`src/rtl/instr_mem.sv`:
```
// Instruction memory: 32 x 16-bit flop array with host write port and registered fetch.
// Define PIO_FORCE_EXEC_EN to build the forced-instruction (exec) path with its one-entry buffer.
module instr_mem #(
    parameter logic [15:0] RESET_INSTR = 16'h0000
) (
    input  logic        clk,
    input  logic        rst_n,
    input  logic [4:0]  pc,
    input  logic        fetch_en,
    input  logic        wr_valid,
    output logic        wr_ready,
    input  logic [4:0]  wr_addr,
    input  logic [15:0] wr_data,
    input  logic        exec_valid,
    input  logic [15:0] exec_instr,
    output logic        exec_ready,
    output logic [15:0] instruction,
    output logic        instr_valid,
    output logic        instr_forced
);

    logic [15:0] mem_q [32];
    logic [15:0] instr_q, instr_d;
    logic        valid_q, valid_d;
    logic        wr_acc;
    logic [15:0] mem_word;

    assign wr_ready = rst_n;
    assign wr_acc   = wr_valid && wr_ready;

    // A write landing on the fetched address this edge is returned directly.
    assign mem_word = (wr_acc && (wr_addr == pc)) ? wr_data : mem_q[pc];

    always_ff @(posedge clk or negedge rst_n) begin
        if (!rst_n) begin
            for (int i = 0; i < 32; i++) begin
                mem_q[i] <= RESET_INSTR;
            end
        end else if (wr_acc) begin
            mem_q[wr_addr] <= wr_data;
        end
    end

`ifdef PIO_FORCE_EXEC_EN
    logic        pend_q, pend_d;
    logic        forced_q, forced_d;
    logic [15:0] buf_q, buf_d;
    logic        exec_acc;

    assign exec_ready   = rst_n && !pend_q;
    assign exec_acc     = exec_valid && exec_ready;
    assign instr_forced = forced_q;

    always_comb begin
        instr_d  = instr_q;
        forced_d = forced_q;
        valid_d  = fetch_en;
        pend_d   = pend_q;
        buf_d    = buf_q;
        if (fetch_en) begin
            if (pend_q) begin
                instr_d  = buf_q;
                forced_d = 1'b1;
                pend_d   = 1'b0;
            end else if (exec_acc) begin
                instr_d  = exec_instr;
                forced_d = 1'b1;
            end else begin
                instr_d  = mem_word;
                forced_d = 1'b0;
            end
        end else if (exec_acc) begin
            buf_d  = exec_instr;
            pend_d = 1'b1;
        end
    end

    always_ff @(posedge clk or negedge rst_n) begin
        if (!rst_n) begin
            pend_q   <= 1'b0;
            forced_q <= 1'b0;
        end else begin
            pend_q   <= pend_d;
            forced_q <= forced_d;
        end
    end

    // Buffer contents are only meaningful while pend_q is set, so no reset.
    always_ff @(posedge clk) begin
        buf_q <= buf_d;
    end
`else
    logic unused_exec;

    assign unused_exec  = ^{exec_valid, exec_instr};
    assign exec_ready   = 1'b0;
    assign instr_forced = 1'b0;

    always_comb begin
        instr_d = instr_q;
        valid_d = fetch_en;
        if (fetch_en) begin
            instr_d = mem_word;
        end
    end
`endif

    always_ff @(posedge clk or negedge rst_n) begin
        if (!rst_n) begin
            instr_q <= RESET_INSTR;
            valid_q <= 1'b0;
        end else begin
            instr_q <= instr_d;
            valid_q <= valid_d;
        end
    end

    assign instruction = instr_q;
    assign instr_valid = valid_q;

endmodule

```
`config.mk`:
```
export PLATFORM = sky130hd
export DESIGN_NAME = instr_mem
export DESIGN_NICKNAME = d
export VERILOG_FILES = /design/src/rtl/instr_mem.sv
export SDC_FILE = /design/constraint.sdc
export NUM_CORES = 1
export LEC_CHECK = 0
export ABC_AREA = 1
export BUFFER_PORTS_ARGS = -buffer_cell sky130_fd_sc_hd__buf_2
export CAP_MARGIN = 40
export CORE_ASPECT_RATIO = 1.4
export CORE_UTILIZATION = 63
export DETAILED_ROUTE_END_ITERATION = 10
export PLACE_DENSITY = 0.79
export SYNTH_ARGS = -nofsm -noshare
export SYNTH_HDL_FRONTEND = slang
export SYNTH_SLANG_ARGS = --single-unit
export TNS_END_PERCENT = 30
```
`constraint.sdc`:
```
create_clock -name clk -period 1.3 [get_ports clk]
set_input_delay 0.065 -clock clk [delete_from_list [all_inputs] [get_ports clk]]
set_output_delay 0.065 -clock clk [all_outputs]
set_load 0.02 [all_outputs]
```
==> After elaboration in Yosys (flattened, before gate mapping) <==
Cells that the tools add are included.
{ "word_totals": {"register_bits": 529, "inputBits": 47, "output_inout_bits": 20} }
{ "classes": {"n_reduce_logical": 3, "bitwise_logic": 2, "order_cmp": 3, "n_eq_ne": 1, "mux": 7} }
{ "op_table": {"columns": ["op", "n"], "rows": [
  ["512-bit bitwise mux", 1],
  ["16-bit binary-select mux with 5-bit select", 1],
  ["16-bit demux with 5-bit select", 1],
  ["16-bit two-way mux", 4],
  ["6-bit >= comparator, second input constant", 2],
  ["5-bit inverter with 6-bit output", 2],
  ["6-bit by 1-bit < comparator with 1-bit output, second input constant", 1],
  ["5-bit == test", 1],
  ["1-bit logical AND", 3]
]} }

==> Logic depth before layout (Yosys ltp) <==
{ "depth": {"depth_word": 6, "ltp_mapped": 14, "ltp_nobuf": 11} }

==> Least setup slack after synthesis <==
No wires, ideal clock.
{ "synth_path": {"kind": "input-to-reg", "startpoint": "in pc[4]", "endpoint": "reg instr_q[0], in the netlist instruction[0]", "setup_time_ps": 117, "setup_slack_ps": 24, "path_buffers": 2, "t_arrival_ps": 1159, "stages": 10, "t_required_ps": 1183, "cell_sequence": "buf_4 > clkinv_1 > nand2_1 > nand4_1 > nand3b_1 > inv_1 > buf_2 > a21oi_1 > nand2_1 > nand2_1"} }
{ "synth_via": {"elab_chain_len": 5, "elab_cells_between_ends": 7} }
{ "synth_rtl": {"columns": ["element", "line", "source"], "rows": [
  ["start, declared", "8", "input logic [4:0] pc,"],
  ["5-bit inverter with 6-bit output (implied by the code)", "32", "assign mem_word = (wr_acc && (wr_addr == pc)) ? wr_data : mem_q[pc];"],
  ["16-bit binary-select mux with 5-bit select", "32", null],
  ["16-bit two-way mux (implied by the code) (2 in series)", "32", null],
  ["16-bit two-way mux *", "32", null],
  ["end signal, assigned", "113", "instr_q <= instr_d;"],
  ["end, declared", "23", "logic [15:0] instr_q, instr_d;"]
]} }
Mark *: on every way between the ends. The rest lies on a longest branch, timed or not. The select of a mux whose other input is x is not followed.
A chain may end at the register's enable or synchronous reset.

==> Worst setup path in the final report <==
{ "layout_path": {"startpoint": "reg mem_q[452] in the netlist's numbering", "endpoint": "reg instr_q[4], in the netlist instruction[4]"} }
{ "layout_via": {"elab_chain_len": 4} }
{ "layout_rtl": {"columns": ["element", "line", "source"], "rows": [
  ["start, declared", "22", "logic [15:0] mem_q [32];"],
  ["start signal, assigned by index", "40", "mem_q[wr_addr] <= wr_data;"],
  ["16-bit binary-select mux with 5-bit select", "32", null],
  ["16-bit two-way mux (implied by the code) (2 in series)", "32", null],
  ["16-bit two-way mux", "32", null]
]} }
No other way between the ends. The select of a mux whose other input is x is not followed.

==> flow_metrics.tcl <==
set metrics [dict create \
    worst_ep_arrival_time_ns 1.78 \
    rsz0062_at_grt "true" \
    finalMaxSlewViolations 0 \
    final_nets 3206 \
    fin_crit_sh_pct 101 \
    first_pass_iters 6 \
    diodes 0 \
    cts.path.max_buffers 3 \
    fin_util_pct 76.9 \
    area_growth_pct 19.5 \
    insertion_delay_ns 0.59 \
    grt_start_max_net_pins 171 \
    ant_nets 0 \
    switching_share_pct 28.2 \
    dp_hpwl_mm 47.7 \
    syn_area_sq_um 24300 \
    die_y_microns 234 \
    die_w_microns 168 \
    cp_data_required_time_ns 1.78 \
    worstPathMaxFanout 2 \
    drc 0 \
    via_count 22800 \
    syn_inst 3118 \
    drive_gt1_share_pct 14.5 \
    start_util_pct 64.4 \
    reg2reg_to "instruction[4]" \
    grt_antenna_before_repair 0 \
    cts_hold_buf 17 \
    fin_hold_ws_ns -0.323 \
    reg2reg_slack_ns -0.009 \
    routabilityCongestion 0.984 \
    yosysWarnings 0 \
    violations "negative hold slack, negative setup slack" \
    drt-initial-drc-count 2701 \
    totalWireLength_mm 77.4 \
    clk_pin_slew_ns 0.06 \
    grt_pass1_vias 21900 \
    port_buffers 47 \
    setup_violations 2 \
    leakagePower_nw 13.9 \
    fill_cells 2568 \
    row_count 84 \
    outcome "finished with violations" \
    reg2reg_from "mem_q[452]" \
    routedWlPerCell_microns 21.1 \
    reg2regPathDepth 10 \
    cts_sinks 529 \
    root_buffer "clkbuf_16" \
    cp-start-kind "register" \
    ys_seq_area_share_pct 54.5 \
    setup_ws_ns -0.00938 \
    fin_skew_ns 0.0181 \
    synthDistinctLibCells 22 \
    vias_per_cell 6.20 \
    end_kind "register" \
    grt_use_total_pct 39.9 \
    crit_type "register to register" \
    cap_violations 0 \
    holdCritPathClass "input pin to asynchronous set/reset pin" \
    syn_avg_cell_area_sq_um 7.79 \
    min_period_ns 1.31 \
    overflow 0 \
    cts_buffers 49 \
    hold_viol_final 359 \
    coreArea_sq_um 37700 \
    p_int_w 0.0296 \
    grt_first_pass_wirelength_mm 120 \
    netSwitchingPower_w 0.0117 \
    vdd_drop_max_uv 1310 \
    power_frac_comb_pct 15.6 \
    p_per_area_nw_per_um2 1420 \
    stdcell_area_sq_um 29000 \
    dieArea_sq_um 39300 \
    worstMarginPinSlew_ns 0.987 \
    fmax_ghz 0.764 \
    seqPwrFrac_pct 48.2 \
    place_area_sq_um 26300 \
    pin_count 67 \
    cts_tree "yes" \
    pwr-share-clk_pct 36.1 \
    relSlewSlack_pct 34.2 \
    cts_max_level 2 \
    synth_seq_cells 529 \
]
-- cell usage in the layout (no fill, tap or decap), types with 2 or more instances in the layout --
master            n
clkbuf_8         15
nand2_4          10
nand3_4          10
nor3_1            8
a21oi_1          22
nand4_1           2
nor2_1           26
bufinv_16         3
dfrtp_2           5
buf_4           112
nor3_2            2
nor3_4            2
clkinvlp_4        3
clkinv_2         12
nand2_2          33
inv_1            87
buf_2            38
o21ai_0         502
buf_12           74
inv_2             2
nand2_1        1194
a21oi_2           2
clkbuf_1          7
nand3_1         322
dlygate4sd3_1    17
conb_1            2
buf_6             6
nand3_2          78
dfrtp_1         524
o21ai_1          18
clkbuf_16        51
-- state kept, by name, summed over array words and instances, names as in the netlist --
name,count
instruction,16
mem_q,512
instr_valid,1
-- metrics by stage --
step | hold WS (ns) | setup TNS (ns) | power, W | std cells | worst slack [ns]
2_1_floorplan | -0.231 | 0 | 0.0233 | 3119 | 0.0239
3_3_place_gp | 0.298 | -15.75 | 0.0256 | 3545 | -0.425
3_5_place_dp | 0.304 | -38.09 | 0.0259 | 3545 | -0.454
4_1_cts | -0.301 | -0.00184 | 0.0409 | 3655 | -0.00184
5_1_grt | -0.271 | -0.241 | 0.0429 | 3672 | -0.0697
6_report | -0.323 | -0.0115 | 0.0413 | 3672 | -0.00938
-- power by group through the flow --
stage	clock network [W]	registers, W	logic [W]
global route	0.0157	0.0201	0.00718
finish	0.0149	0.0199	0.00646
global placement	0	0.0200	0.00559
CTS	0.0150	0.0198	0.00598
floorplan	0	0.0198	0.00355
detailed placement	0	0.0201	0.00581
-- repair_timing --
action                     CTS  global route
hold endpoints to repair   636           289
setup buffers                2            19
pin swaps                    6            45
gates resized for setup     38           137
cloned                       0             0
setup endpoints to repair   17            48
-- kinds of logic (layout without fill, tap and decap cells) --
logic type | Yosys count | after routing | synth area share, %
flops | 529 | 529 | 54.5
compound gates | 544 | 544 | 11.2
simple gates | 1691 | 1691 | 28.5
buf+inv | 353 | 433 | 5.75
other cells | 1 | 2 | 0.0154
-- cells in the mapped netlist --
cell	n	area (sq um)
a21oi_1	24	120
and3_1	1	6.26
buf_1	34	128
buf_2	45	225
buf_4	4	30.0
clkbuf_1	178	668
clkinv_1	1	3.75
conb_1	1	3.75
dfrtp_1	529	13200
inv_1	90	338
inv_2	1	3.75
nand2_1	1238	4650
nand3_1	410	2050
nand3b_1	1	7.51
nand4_1	2	12.5
nor2_1	26	97.6
nor3_1	8	40.0
nor3_2	2	20.0
nor3_4	2	32.5
nor3b_1	1	7.51
o21ai_0	502	2510
o21ai_1	18	90.1
-- how the worst max path moves through the flow --
stage,startpoint,slack (ns),endpoint,depth (start not counted)
2_1_floorplan,pc[4],0.02,instruction[0],10
3_3_place_gp,pc[1],-0.43,instruction[14],11
3_5_place_dp,pc[1],-0.45,instruction[14],11
6_report,mem_q[452],-0.009,instruction[4],10
5_1_grt,mem_q[452],-0.07,instruction[4],10
4_1_cts,instruction[12],-0.002,instruction[12],1
-- final cells by class --
| cell class | count | area [sq um] | area share (%) |
|---|---|---|---|
| tap | 473 | 592 | 2.04 |
| sequential | 529 | 13200 | 45.6 |
| timing repair buffer | 250 | 2810 | 9.67 |
| clock buffer | 72 | 1500 | 5.15 |
| multi-input combinational | 2237 | 10300 | 35.7 |
| inverter | 92 | 355 | 1.22 |
| clock inverter | 19 | 181 | 0.625 |
-- per-layer routing --
| metal | up-vias | part of all wire, % | GRT usage [%] |
|---|---|---|---|
| li1 | 10200 | - | - |
| met1 | 10900 | 36 | 48.4 |
| met2 | 1318 | 47 | 64.7 |
| met3 | 357 | 8.6 | 7.02 |
| met4 | 0 | 7.9 | 29.2 |
| met5 | - | 0 | 0 |
-- critical path: stages, from the launching register on --
cell and delay [ns]:
dfrtp_1 0.39, nand2_1 0.10, nand3_1 0.12, nand3_2 0.12, nand2_4 0.08, nand2_4 0.11
nand3_2 0.08, nand2_1 0.06, nand2_1 0.05, nand2_1 0.05, nand2_1 0.04
Note: power is estimated with default switching activity, not from simulation.
